--- src/rtl/gcd_core.sv ---
// gcd_core: unsigned GCD of an operand pair by repeated subtraction; optional iteration counter under GCD_CYCLE_CNT_EN.
// Latency: N+1 edges after the input handshake for N subtraction steps; 1 edge when either operand is zero.
// Backpressure: one pair in flight; in_ready_o low from capture until the result is taken, result_o held while out_ready_i is low.
module gcd_core #(
    parameter int DATA_WIDTH = 16
) (
    input  logic                  clk_i,
    input  logic                  reset_i,
    input  logic                  in_valid_i,
    output logic                  in_ready_o,
    input  logic [DATA_WIDTH-1:0] operand_a_i,
    input  logic [DATA_WIDTH-1:0] operand_b_i,
    output logic                  out_valid_o,
    input  logic                  out_ready_i,
    output logic [DATA_WIDTH-1:0] result_o,
    output logic                  busy_o
`ifdef GCD_CYCLE_CNT_EN
    ,
    output logic [DATA_WIDTH-1:0] cycles_o
`endif
);

    typedef enum logic [1:0] {
        IDLE = 2'd0,
        CALC = 2'd1,
        DONE = 2'd2
    } state_t;

    state_t                state;
    logic [DATA_WIDTH-1:0] a;
    logic [DATA_WIDTH-1:0] b;

`ifdef GCD_CYCLE_CNT_EN
    localparam logic [DATA_WIDTH-1:0] CNT_ONE = {{(DATA_WIDTH-1){1'b0}}, 1'b1};
    logic [DATA_WIDTH-1:0] cycle_cnt;

    // Iteration counter: cleared on capture, one count per CALC cycle, saturating, held otherwise.
    always_ff @(posedge clk_i) begin
        if (reset_i) begin
            cycle_cnt <= '0;
        end else if (state == IDLE && in_valid_i) begin
            cycle_cnt <= '0;
        end else if (state == CALC && cycle_cnt != '1) begin
            cycle_cnt <= cycle_cnt + CNT_ONE;
        end
    end

    assign cycles_o = cycle_cnt;
`endif

    // Control FSM with registered handshake/status outputs and the subtract datapath.
    always_ff @(posedge clk_i) begin
        if (reset_i) begin
            state       <= IDLE;
            a           <= '0;
            b           <= '0;
            result_o    <= '0;
            out_valid_o <= 1'b0;
            busy_o      <= 1'b0;
            in_ready_o  <= 1'b1;
        end else begin
            case (state)
                IDLE: begin
                    // in_ready_o is high throughout IDLE, so in_valid_i alone is the handshake.
                    if (in_valid_i) begin
                        a          <= operand_a_i;
                        b          <= operand_b_i;
                        in_ready_o <= 1'b0;
                        if (operand_a_i == '0 || operand_b_i == '0) begin
                            result_o    <= operand_a_i | operand_b_i;
                            out_valid_o <= 1'b1;
                            state       <= DONE;
                        end else begin
                            busy_o <= 1'b1;
                            state  <= CALC;
                        end
                    end
                end
                CALC: begin
                    // The larger operand is always the minuend, so no wrap is possible.
                    if (a == b) begin
                        result_o    <= a;
                        busy_o      <= 1'b0;
                        out_valid_o <= 1'b1;
                        state       <= DONE;
                    end else if (a > b) begin
                        a <= a - b;
                    end else begin
                        b <= b - a;
                    end
                end
                DONE: begin
                    // in_ready_o only rises after this edge, so no new pair shares the output handshake cycle.
                    if (out_ready_i) begin
                        out_valid_o <= 1'b0;
                        in_ready_o  <= 1'b1;
                        state       <= IDLE;
                    end
                end
                default: begin
                    out_valid_o <= 1'b0;
                    busy_o      <= 1'b0;
                    in_ready_o  <= 1'b1;
                    state       <= IDLE;
                end
            endcase
        end
    end

endmodule

--- config.mk ---
export PLATFORM = sky130hd
export DESIGN_NAME = gcd_core
export DESIGN_NICKNAME = d
export VERILOG_FILES = /design/src/rtl/gcd_core.sv
export SDC_FILE = /design/constraint.sdc
export NUM_CORES = 1
export LEC_CHECK = 0
export ABC_AREA = 1
export BUFFER_PORTS_ARGS = -buffer_cell sky130_fd_sc_hd__clkbuf_2
export CORE_ASPECT_RATIO = 1.25
export CORE_UTILIZATION = 30
export DETAILED_ROUTE_END_ITERATION = 7
export SLEW_MARGIN = 5
export SYNTH_ARGS = -nofsm -noshare
export SYNTH_HDL_FRONTEND = slang
export SYNTH_SLANG_ARGS = --single-unit
--- constraint.sdc ---
create_clock -name clk_i -period 3.65 [get_ports clk_i]
set_input_delay 0.73 -clock clk_i [delete_from_list [all_inputs] [get_ports clk_i]]
set_output_delay 0.73 -clock clk_i [all_outputs]
set_load 0.1 [all_outputs]
==> flow_summary.json, run 1 <==
{
  "status": "complete, no violations",
  "drive_above_1_share": 0.1118,
  "avgSynthCellArea_um2": 5.928,
  "worst_pin_slew_ps": 590.8,
  "first_pass_iters": 5,
  "die_height_um": 140.4,
  "boundaryPins": 55,
  "setup_violations": 0,
  "htreeDepth": 2,
  "end_kind": "flop",
  "grt_pass1_wl_mm": 21.98,
  "overflow": 0,
  "via_per_inst": 4.895,
  "root_buffer": "clkbuf_16",
  "dp_cells": 988,
  "drc": 0,
  "area_delta_synth_final_pct": 11.14,
  "min_period_ps": 2736,
  "rsz0062_at_grt": "no",
  "cts_repair_resize_count": 0,
  "path_max_fanout": 20,
  "hold_buffers": 0,
  "hold_viol_final": 0,
  "period_share": 0.7496,
  "worstSkewPairLatency_ps": 310,
  "cts.clk_slew.worst_paths_ps": 80,
  "reg2reg_setup_slack_ps": 910,
  "synth_fp_nets": 844,
  "synth_cells": 775,
  "cts_sinks": 53,
  "wl_per_cell_um": 14.09,
  "finalSetupTns_ps": 0,
  "clk_path_buf_depth": 2,
  "rows": 50,
  "synth_edf_count": 0,
  "fmax_mhz": 365.5,
  "vias": 4875,
  "yosys_register_bits": 53,
  "nNetsFinal": 882,
  "yosys.area.top_type": "dfxtp_1",
  "critical_path_class": "flop to flop",
  "fin_cells": 996,
  "routabilityCongestion": 0.8910,
  "port_buffers": 54,
  "cts_tree": "yes",
  "crit_path_max_incr_delay_ps": 410,
  "die_w_um": 112.7,
  "vdd_drop_max_mv": 0.2787,
  "multi_input_area_um2": 2897,
  "ys.flop_type": "dfxtp_1",
  "grt_usage": 0.1762,
  "drtIter0Drc": 312,
  "routed_wl_mm": 14.04,
  "antenna_found_initial": 0,
  "start_kind": "flop",
  "hold_class": "flop to flop",
  "synth_area_um2": 4594,
  "fill_cells": 1677,
  "cap_viol_max_count": 0,
  "finClkSkew_ps": 9.382,
  "grt_max_degree": 56,
  "ant_nets": 0,
  "p_per_area_nw_per_um2": 837.3,
  "postCtsSetupRepairBufs": 0,
  "crit_path_top_delay_cell": "fa_1",
  "synth.top_cells.by_area": "dfxtp_1 (23%), nand2_1 (17%), inv_1 (10%)",
  "ff_latch_area_um2": 1061,
  "arrival_ps": 2980,
  "synth.top_cell.area_share": 0.2309,
  "worstPathCellList": "inv_1 -> ha_1 -> fa_1 -> inv_1 -> nand3_1 -> nand2_1 -> nand2_1 -> nand2_1 -> nand2_1 -> nand2_1 -> nand2_1 -> nand2_2 -> nand2_2 -> nand2_1 -> nand2_1 -> nor2_1",
  "core_area_um2": 14950,
  "ys_types": 41,
  "synth_async_sr_flop_share": 0,
  "slew_headroom": 0.6020,
  "synth-seq-area-share": 0.2309,
  "grt_pass1_vias": 4379,
  "start_util": 0.3073,
  "cts_buffers": 5,
  "antennaDiodeCount": 0,
  "required_ps": 3900,
  "place_hpwl_mm": 11.02,
  "maxSlewViolCount": 0,
  "yosys_warnings": 0,
  "leakage_uw": 0.002611,
  "path_common_cell": "nand2_1",
  "dieArea_um2": 15820
}
==> where the power goes <==
group          leakage [µW]  total [µW]  internal (µW)  switching [µW]
registers          0.000439         829            725             104
logic               0.00211        2950            882            2070
clock network     0.0000631         495            256             240
total               0.00261        4280           1860            2410
==> synthesized netlist by cell type (2+ instances only) <==
library cell	instances
ha_1	31
inv_2	2
nand2_2	5
nand3_2	3
or2_2	3
nor2_2	2
fa_1	2
buf_2	12
o211ai_1	12
nand2_1	211
clkbuf_1	6
nand2_4	3
dfxtp_1	53
nor2_1	93
buf_6	2
nand3b_1	6
a21oi_2	2
nor2_4	3
buf_4	2
a21oi_1	62
inv_1	123
nand4_1	8
and2_1	2
a31oi_1	3
o21ai_0	54
buf_1	3
nand3_1	53
==> logic make-up (layout without fill, tap and decap cells) <==
kind of cell / after synthesis / count (layout) / synth area share
XOR/XNOR: 2 / 2 / 0.003813
buffers and inverters: 153 / 192 / 0.1392
adder cells (fa/ha/maj): 33 / 33 / 0.09314
AND/OR/NAND/NOR: 396 / 396 / 0.3701
AO/OA/AOI/OAI: 137 / 137 / 0.1607
flip-flops: 53 / 53 / 0.2309
multiplexers: 1 / 1 / 0.002179
==> worst paths after layout <==
kind,from,to,cells after the start
setup / recovery,a[0],a[9],16
hold reg to reg,result_o[0],result_o[0],2
setup reg to reg,a[0],a[9],16
hold / removal,result_o[0],result_o[0],2
==> layout make-up <==
cell class / instances / area share
clock buffer: 6 / 0.02524
timing repair buffer: 59 / 0.06028
inverter: 125 / 0.09189
multi-input combinational: 569 / 0.5673
tap: 182 / 0.04460
sequential: 53 / 0.2078
clock inverter: 2 / 0.002940
==> flip-flops by register name, summed over array words and instances (netlist names) <==
| name | count |
|---|---|
| out_valid_o | 1 |
| in_ready_o | 1 |
| state | 2 |
| b | 16 |
| busy_o | 1 |
| result_o | 16 |
| a | 16 |
==> cells in the final DEF (no fill, tap or decap), types with 3 or more instances in the layout <==
cell and n:
dfxtp_1 53, nand3b_1 6, nand2_1 211, clkbuf_16 5
ha_1 31, nand4_1 8, nand2_2 5, nor2_4 3
nand3_1 53, nor2_2 3, inv_1 123, nor2_1 92
nand2_4 3, nand3_2 3, a31oi_1 3, buf_4 5
o21ai_0 54, a21oi_1 62, or2_2 3, o211ai_1 12
clkbuf_2 54
==> metal layers <==
| layer | vias up | global-route usage | wire [µm] |
|---|---|---|---|
| li1 | 2527 | - | - |
| met1 | 2183 | 0.2260 | 6345 |
| met2 | 136 | 0.3008 | 6670 |
| met3 | 29 | 0.01731 | 568 |
| met4 | 0 | 0.07158 | 452 |
| met5 | - | 0 | 0 |
==> through the flow <==
step | hold WS, ps | utilization | area (µm²) | total power, µW | setup WS, ps
finish | 442.9 | 0.3415 | 5106 | 4275 | 914.1
global route | 463.8 | 0.3415 | 5106 | 4665 | 652.6
CTS | 447.0 | 0.3415 | 5106 | 4269 | 913.9
detailed placement | 435.4 | 0.3319 | 4962 | 3759 | 913.9
global placement | 436.1 | 0.3319 | 4962 | 3753 | 1002
floorplan | 456.3 | - | 4594 | 3132 | 1550
==> critical path, delay by kind of cell (launching register included) <==
family | cells | cell delay [ps]
adders and majority gates | 2 | 640
and+or+nand+nor | 12 | 1500
DFF | 1 | 360
buffers and inverters | 2 | 180
(Power assumes the default switching activity.)
==> run 2: changes to the inputs <==
ABC_AREA = 0   (was 1)
clock period = 2.4 ns   (was 3.65 ns; I/O delays follow)
==> flow_summary.json, run 2 <==
{
  "status": "finished with violations",
  "violations": "negative setup slack",
  "cts_buffers": 5,
  "grt_pass1_vias": 4773,
  "drtIter0Drc": 616,
  "synth.top_cell.area_share": 0.2457,
  "min_period_ps": 2443,
  "die_height_um": 136.2,
  "boundaryPins": 55,
  "start_util": 0.3100,
  "hold_viol_final": 0,
  "grt_max_degree": 45,
  "avgSynthCellArea_um2": 7.713,
  "maxSlewViolCount": 0,
  "startpoint": "a[0]",
  "period_share": 1.018,
  "first_pass_iters": 5,
  "r2r_end": "b[6]",
  "yosys.area.top_type": "dfxtp_1",
  "cts_tree": "yes",
  "ys.flop_type": "dfxtp_1",
  "synth.top_cells.by_area": "dfxtp_1 (25%), ha_1 (9.0%), a21oi_1 (6.1%)",
  "worst_pin_slew_ps": 560.2,
  "critPathCapture": "b[6]",
  "wl_per_cell_um": 19.10,
  "vias": 4833,
  "arrival_ps": 2660,
  "overflow": 0,
  "nNetsFinal": 745,
  "final_cell_mix": "buf_4 (82), nand2_1 (64), clkbuf_2 (54), a21oi_1 (49), dfxtp_1 (46)",
  "leakage_uw": 0.002429,
  "required_ps": 2610,
  "routed_wl_mm": 16.28,
  "layout_commonest_cell": "buf_4",
  "reg2reg_setup_slack_ps": -40,
  "cap_viol_max_count": 0,
  "largest_registers": "a x16, b x16, result_o x16",
  "reg2reg_depth": 10,
  "yosys_warnings": 0,
  "hold_class": "flop to flop",
  "synth_edf_count": 0,
  "via_per_inst": 5.673,
  "rows": 48,
  "critical_path_class": "flop to flop",
  "setup_violations": 8,
  "dieArea_um2": 14880,
  "path_max_fanout": 6,
  "fin_util": 0.4250,
  "setup_slack_ps": -43.06,
  "r2r-start": "a[0]",
  "drive_above_1_share": 0.3456,
  "area_delta_synth_final_pct": 37.11,
  "finClkSkew_ps": 10.69,
  "synth_cells": 560,
  "slew_headroom": 0.6281,
  "synth_area_um2": 4319,
  "routabilityCongestion": 0.9797,
  "vdd_drop_max_mv": 0.5090,
  "cts.clk_slew.worst_paths_ps": 80,
  "htreeDepth": 2,
  "synth-seq-area-share": 0.2457,
  "synth_compound_area_frac": 0.3268,
  "synthSimpleGateAreaFrac": 0.1976,
  "die_w_um": 109.3,
  "synth.area.mux_share": 0.01680,
  "end_kind": "flop",
  "grt_pass1_wl_mm": 25.11,
  "fin_total_pwr_uw": 6664,
  "synth_top_family_by_area": "compound AO/OA/AOI/OAI gates",
  "synth_xor_area_frac": 0.03244,
  "cts_sinks": 53,
  "antenna_found_initial": 0,
  "fmax_mhz": 409.3,
  "yosys.area_share.adder": 0.09907,
  "start_kind": "flop",
  "core_area_um2": 13930,
  "root_buffer": "clkbuf_16",
  "grt_usage": 0.2218,
  "place_hpwl_mm": 12.09,
  "port_buffers": 54,
  "synth_async_sr_flop_share": 0,
  "worstSkewPairLatency_ps": 310,
  "p_per_area_nw_per_um2": 1125,
  "clk_path_buf_depth": 2,
  "yosys_register_bits": 53,
  "drc": 0,
  "antennaDiodeCount": 0,
  "ys_types": 59,
  "synthTopCellsByCount": "nand2_1 (64), a21oi_1 (53), dfxtp_1 (53), nor2_1 (42), inv_1 (38)",
  "synth.most_common_cell": "nand2_1",
  "synth_fp_nets": 629,
  "fill_cells": 1360,
  "ant_nets": 0,
  "rsz0062_at_grt": "yes"
}
[run 2: changes by cell type in the layout (fill, tap and decap cells not counted), sizes merged, moves of 8 or more]
cell	delta
a211oi	+20
nand3	-52
nand2b	+10
a211o	+16
a21o	+8
o21ai	-27
inv	-85
nor4	+12
nor3	+17
nand2	-155
buf	+88
nor2	-55
xnor2	+8
[run 2: through the flow]
step                      TNS [ps]  worst slack [ps]  hold slack, ps  instance area (µm²)  instances
after floorplan                  0             68.29           443.4                 4319        560
after global placement      -428.7            -65.22           442.2                 5254        828
after detailed placement     -2128            -115.5           449.5                 5254        828
after CTS                   -23.09            -11.25           469.1                 5685        845
after global routing         -2109            -140.9           484.6                 5922        852
final                       -163.3            -43.06           465.9                 5922        852
[run 2: cell families after synthesis]
logic type | Yosys count
buf+inv | 77
fa+ha+maj | 33
flops | 53
mux | 7
compound gates | 198
xor+xnor | 16
simple gates | 176
[run 2: where the power goes]
group	internal, µW	switching (µW)	total, µW
clock network	502	390	892
registers	1030	130	1160
logic	2020	2600	4610
[run 2: how the worst min path moves through the flow]
stage            startpoint      endpoint  slack [ps]  cells past startpoint
2_1_floorplan         b[15]         b[15]         440                      2
3_3_place_gp    result_o[2]   result_o[2]         440                      2
3_5_place_dp   result_o[15]  result_o[15]         450                      2
4_1_cts        result_o[13]  result_o[13]         470                      2
5_1_grt         out_valid_o   out_valid_o         480                      1
6_report       result_o[12]  result_o[12]         470                      2
[run 2: metal layers]
metal  global-route usage  vias up  share of wire
met2               0.3725      242           0.48
li1                     -     2260              -
met3              0.03212       63          0.061
met1               0.2627     2268           0.40
met5                    0        -              0
met4               0.1378        0          0.054
[run 2: worst max-delay path, cell delays in order (launching register included)]
cell and delay (ps):
dfxtp_2 340, inv_2 50, ha_4 150, fa_2 340, nand2b_4 160, a211oi_4 330, o21ai_4 140, a41oi_4 360
buf_12 170, a21oi_4 40, a221oi_2 250
[run 2: area by class of cell]
| type | instances | area, µm² | area share |
|---|---|---|---|
| clock buffers | 5 | 125.1 | 0.02113 |
| multi-input cells | 430 | 3228 | 0.5451 |
| flip-flops and latches | 53 | 1070 | 0.1806 |
| well taps | 175 | 219.0 | 0.03697 |
| clock inverters | 3 | 47.55 | 0.008029 |
| repair buffers | 148 | 1087 | 0.1836 |
| inverters | 38 | 145.1 | 0.02451 |
[run 2: timing repair]
action                     in CTS  in global routing
pin swaps                      15                 20
hold buffers                    0                  0
gates resized for setup        38                 38
buffers inserted                8                  7
setup endpoints to repair      39                 42
cloned                          1                  1
==> run 3: changes to the inputs <==
PLACE_DENSITY = 0.53   (was not set)
==> flow_summary.json, run 3 (synthesis results as in run 2) <==
{
  "status": "finished with violations",
  "violations": "negative setup slack",
  "ant_nets": 0,
  "rsz0062_at_grt": "yes",
  "boundaryPins": 55,
  "routed_wl_mm": 16.46,
  "antenna_found_initial": 0,
  "required_ps": 2600,
  "dp_slack_ps": -368.5,
  "layout_commonest_cell": "buf_4",
  "start_kind": "flop",
  "vias": 4784,
  "die_w_um": 109.3,
  "nNetsFinal": 763,
  "fmax_mhz": 416.2,
  "grt_pass1_wl_mm": 25.67,
  "grt_usage": 0.2295,
  "overflow": 0,
  "drive_above_1_share": 0.4000,
  "dieArea_um2": 14880,
  "slew_headroom": 0.6295,
  "core_area_um2": 13930,
  "critical_path_class": "flop to flop",
  "vdd_drop_max_mv": 0.5028,
  "setup_violations": 1,
  "rows": 48,
  "p_switching_uw": 3175,
  "seq_power_share": 0.170,
  "fill_cells": 1379,
  "antennaDiodeCount": 0,
  "leakage_uw": 0.002536,
  "arrival_ps": 2600,
  "drtIter0Drc": 332,
  "hold_class": "input pin to flop",
  "root_buffer": "clkbuf_16",
  "finClkSkew_ps": 11.07,
  "fin_total_pwr_uw": 6839,
  "final_cell_mix": "buf_4 (96), nand2_1 (63), clkbuf_2 (54), a21oi_1 (45), dfxtp_1 (41)",
  "min_period_ps": 2402,
  "place_hpwl_mm": 12.67,
  "comb_power_share": 0.699,
  "p_per_area_nw_per_um2": 1107,
  "path_max_fanout": 5,
  "setup_slack_ps": -2.436,
  "clk_path_buf_depth": 2,
  "area_delta_synth_final_pct": 42.99,
  "internal-power_uw": 3664,
  "drc": 0,
  "grt_max_degree": 45,
  "end_kind": "flop",
  "port_buffers": 54,
  "htreeDepth": 2,
  "clock_power_share": 0.131,
  "via_per_inst": 5.499,
  "cts_sinks": 53,
  "grt_pass1_vias": 4619,
  "sw_frac_of_total": 0.4643,
  "worstSkewPairLatency_ps": 310,
  "finalSetupTns_ps": -2.436,
  "start_util": 0.3100,
  "hold_viol_final": 0,
  "worst_pin_slew_ps": 558.1,
  "maxSlewViolCount": 0,
  "die_height_um": 136.2,
  "fin_util": 0.4432,
  "first_pass_iters": 5,
  "largest_registers": "a x16, b x16, result_o x16",
  "cap_viol_max_count": 0,
  "routabilityCongestion": 0.8858,
  "cts_tree": "yes",
  "cts_buffers": 5,
  "wl_per_cell_um": 18.92,
  "period_share": 1.001,
  "cts.clk_slew.worst_paths_ps": 80
}
[run 3: cell types whose count changed in the layout (fill, tap and decap cells not counted), sizes merged]
cell | before | now
buf | 93 | 111
[run 3: worst max-delay path: stages, from the launching register on]
cell      delay [ps]
dfxtp_2          340
inv_2             50
ha_4             150
fa_2             360
nand2b_4         160
a211oi_4         290
o21ai_4          140
a211oi_4         290
buf_4            180
buf_6            120
o211ai_1          80
o211a_1          150
[run 3: path summary, 6_finish.rpt]
kind | startpoint | end | slack (ps) | cells past startpoint
worst max-delay path | a[0] | a[10] | -2 | 11
worst min-delay path | operand_a_i[14] | a[14] | 450 | 3
worst max register to register | a[0] | a[10] | -2 | 11
worst min register to register | result_o[13] | result_o[13] | 460 | 2
[run 3: power groups by stage]
stage	sequential, µW	combinational [µW]	clock [µW]
final	1160	4780	895
after global routing	1180	5110	939
after CTS	1140	4350	911
after detailed placement	1130	3990	0
after global placement	1130	4010	0
after floorplan	1150	2490	0
[run 3: what timing repair did]
action,CTS,global route
setup endpoints to repair,44,48
pin swaps,17,46
gates cloned,2,0
setup buffers,12,8
hold buffers,0,0
gates resized for setup,46,57
[run 3: area by class of cell]
class,count,area (µm²),share of cell area
Clock buffer,5,125.1,0.02026
Clock inverter,3,47.55,0.007699
Inverter,38,142.6,0.02310
Multi-Input combinational cell,430,3331,0.5393
Sequential cell,53,1076,0.1742
Tap cell,175,219.0,0.03545
Timing Repair Buffer,166,1235,0.2000
[run 3: metrics by stage]
stage / instance area [µm²] / hold slack (ps) / instances
2_1_floorplan: 4319 / 443.4 / 560
3_3_place_gp: 5344 / 446.6 / 840
3_5_place_dp: 5344 / 451.9 / 840
4_1_cts: 5882 / 444.4 / 862
5_1_grt: 6176 / 458.8 / 870
6_report: 6176 / 447.8 / 870
[run 3: routing by layer]
layer	global-route usage	share of wire	wire, µm
met1	0.2980	0.44	7177
met2	0.3938	0.49	7988
met3	0.02349	0.050	815
met4	0.07333	0.029	476
met5	0	0	0
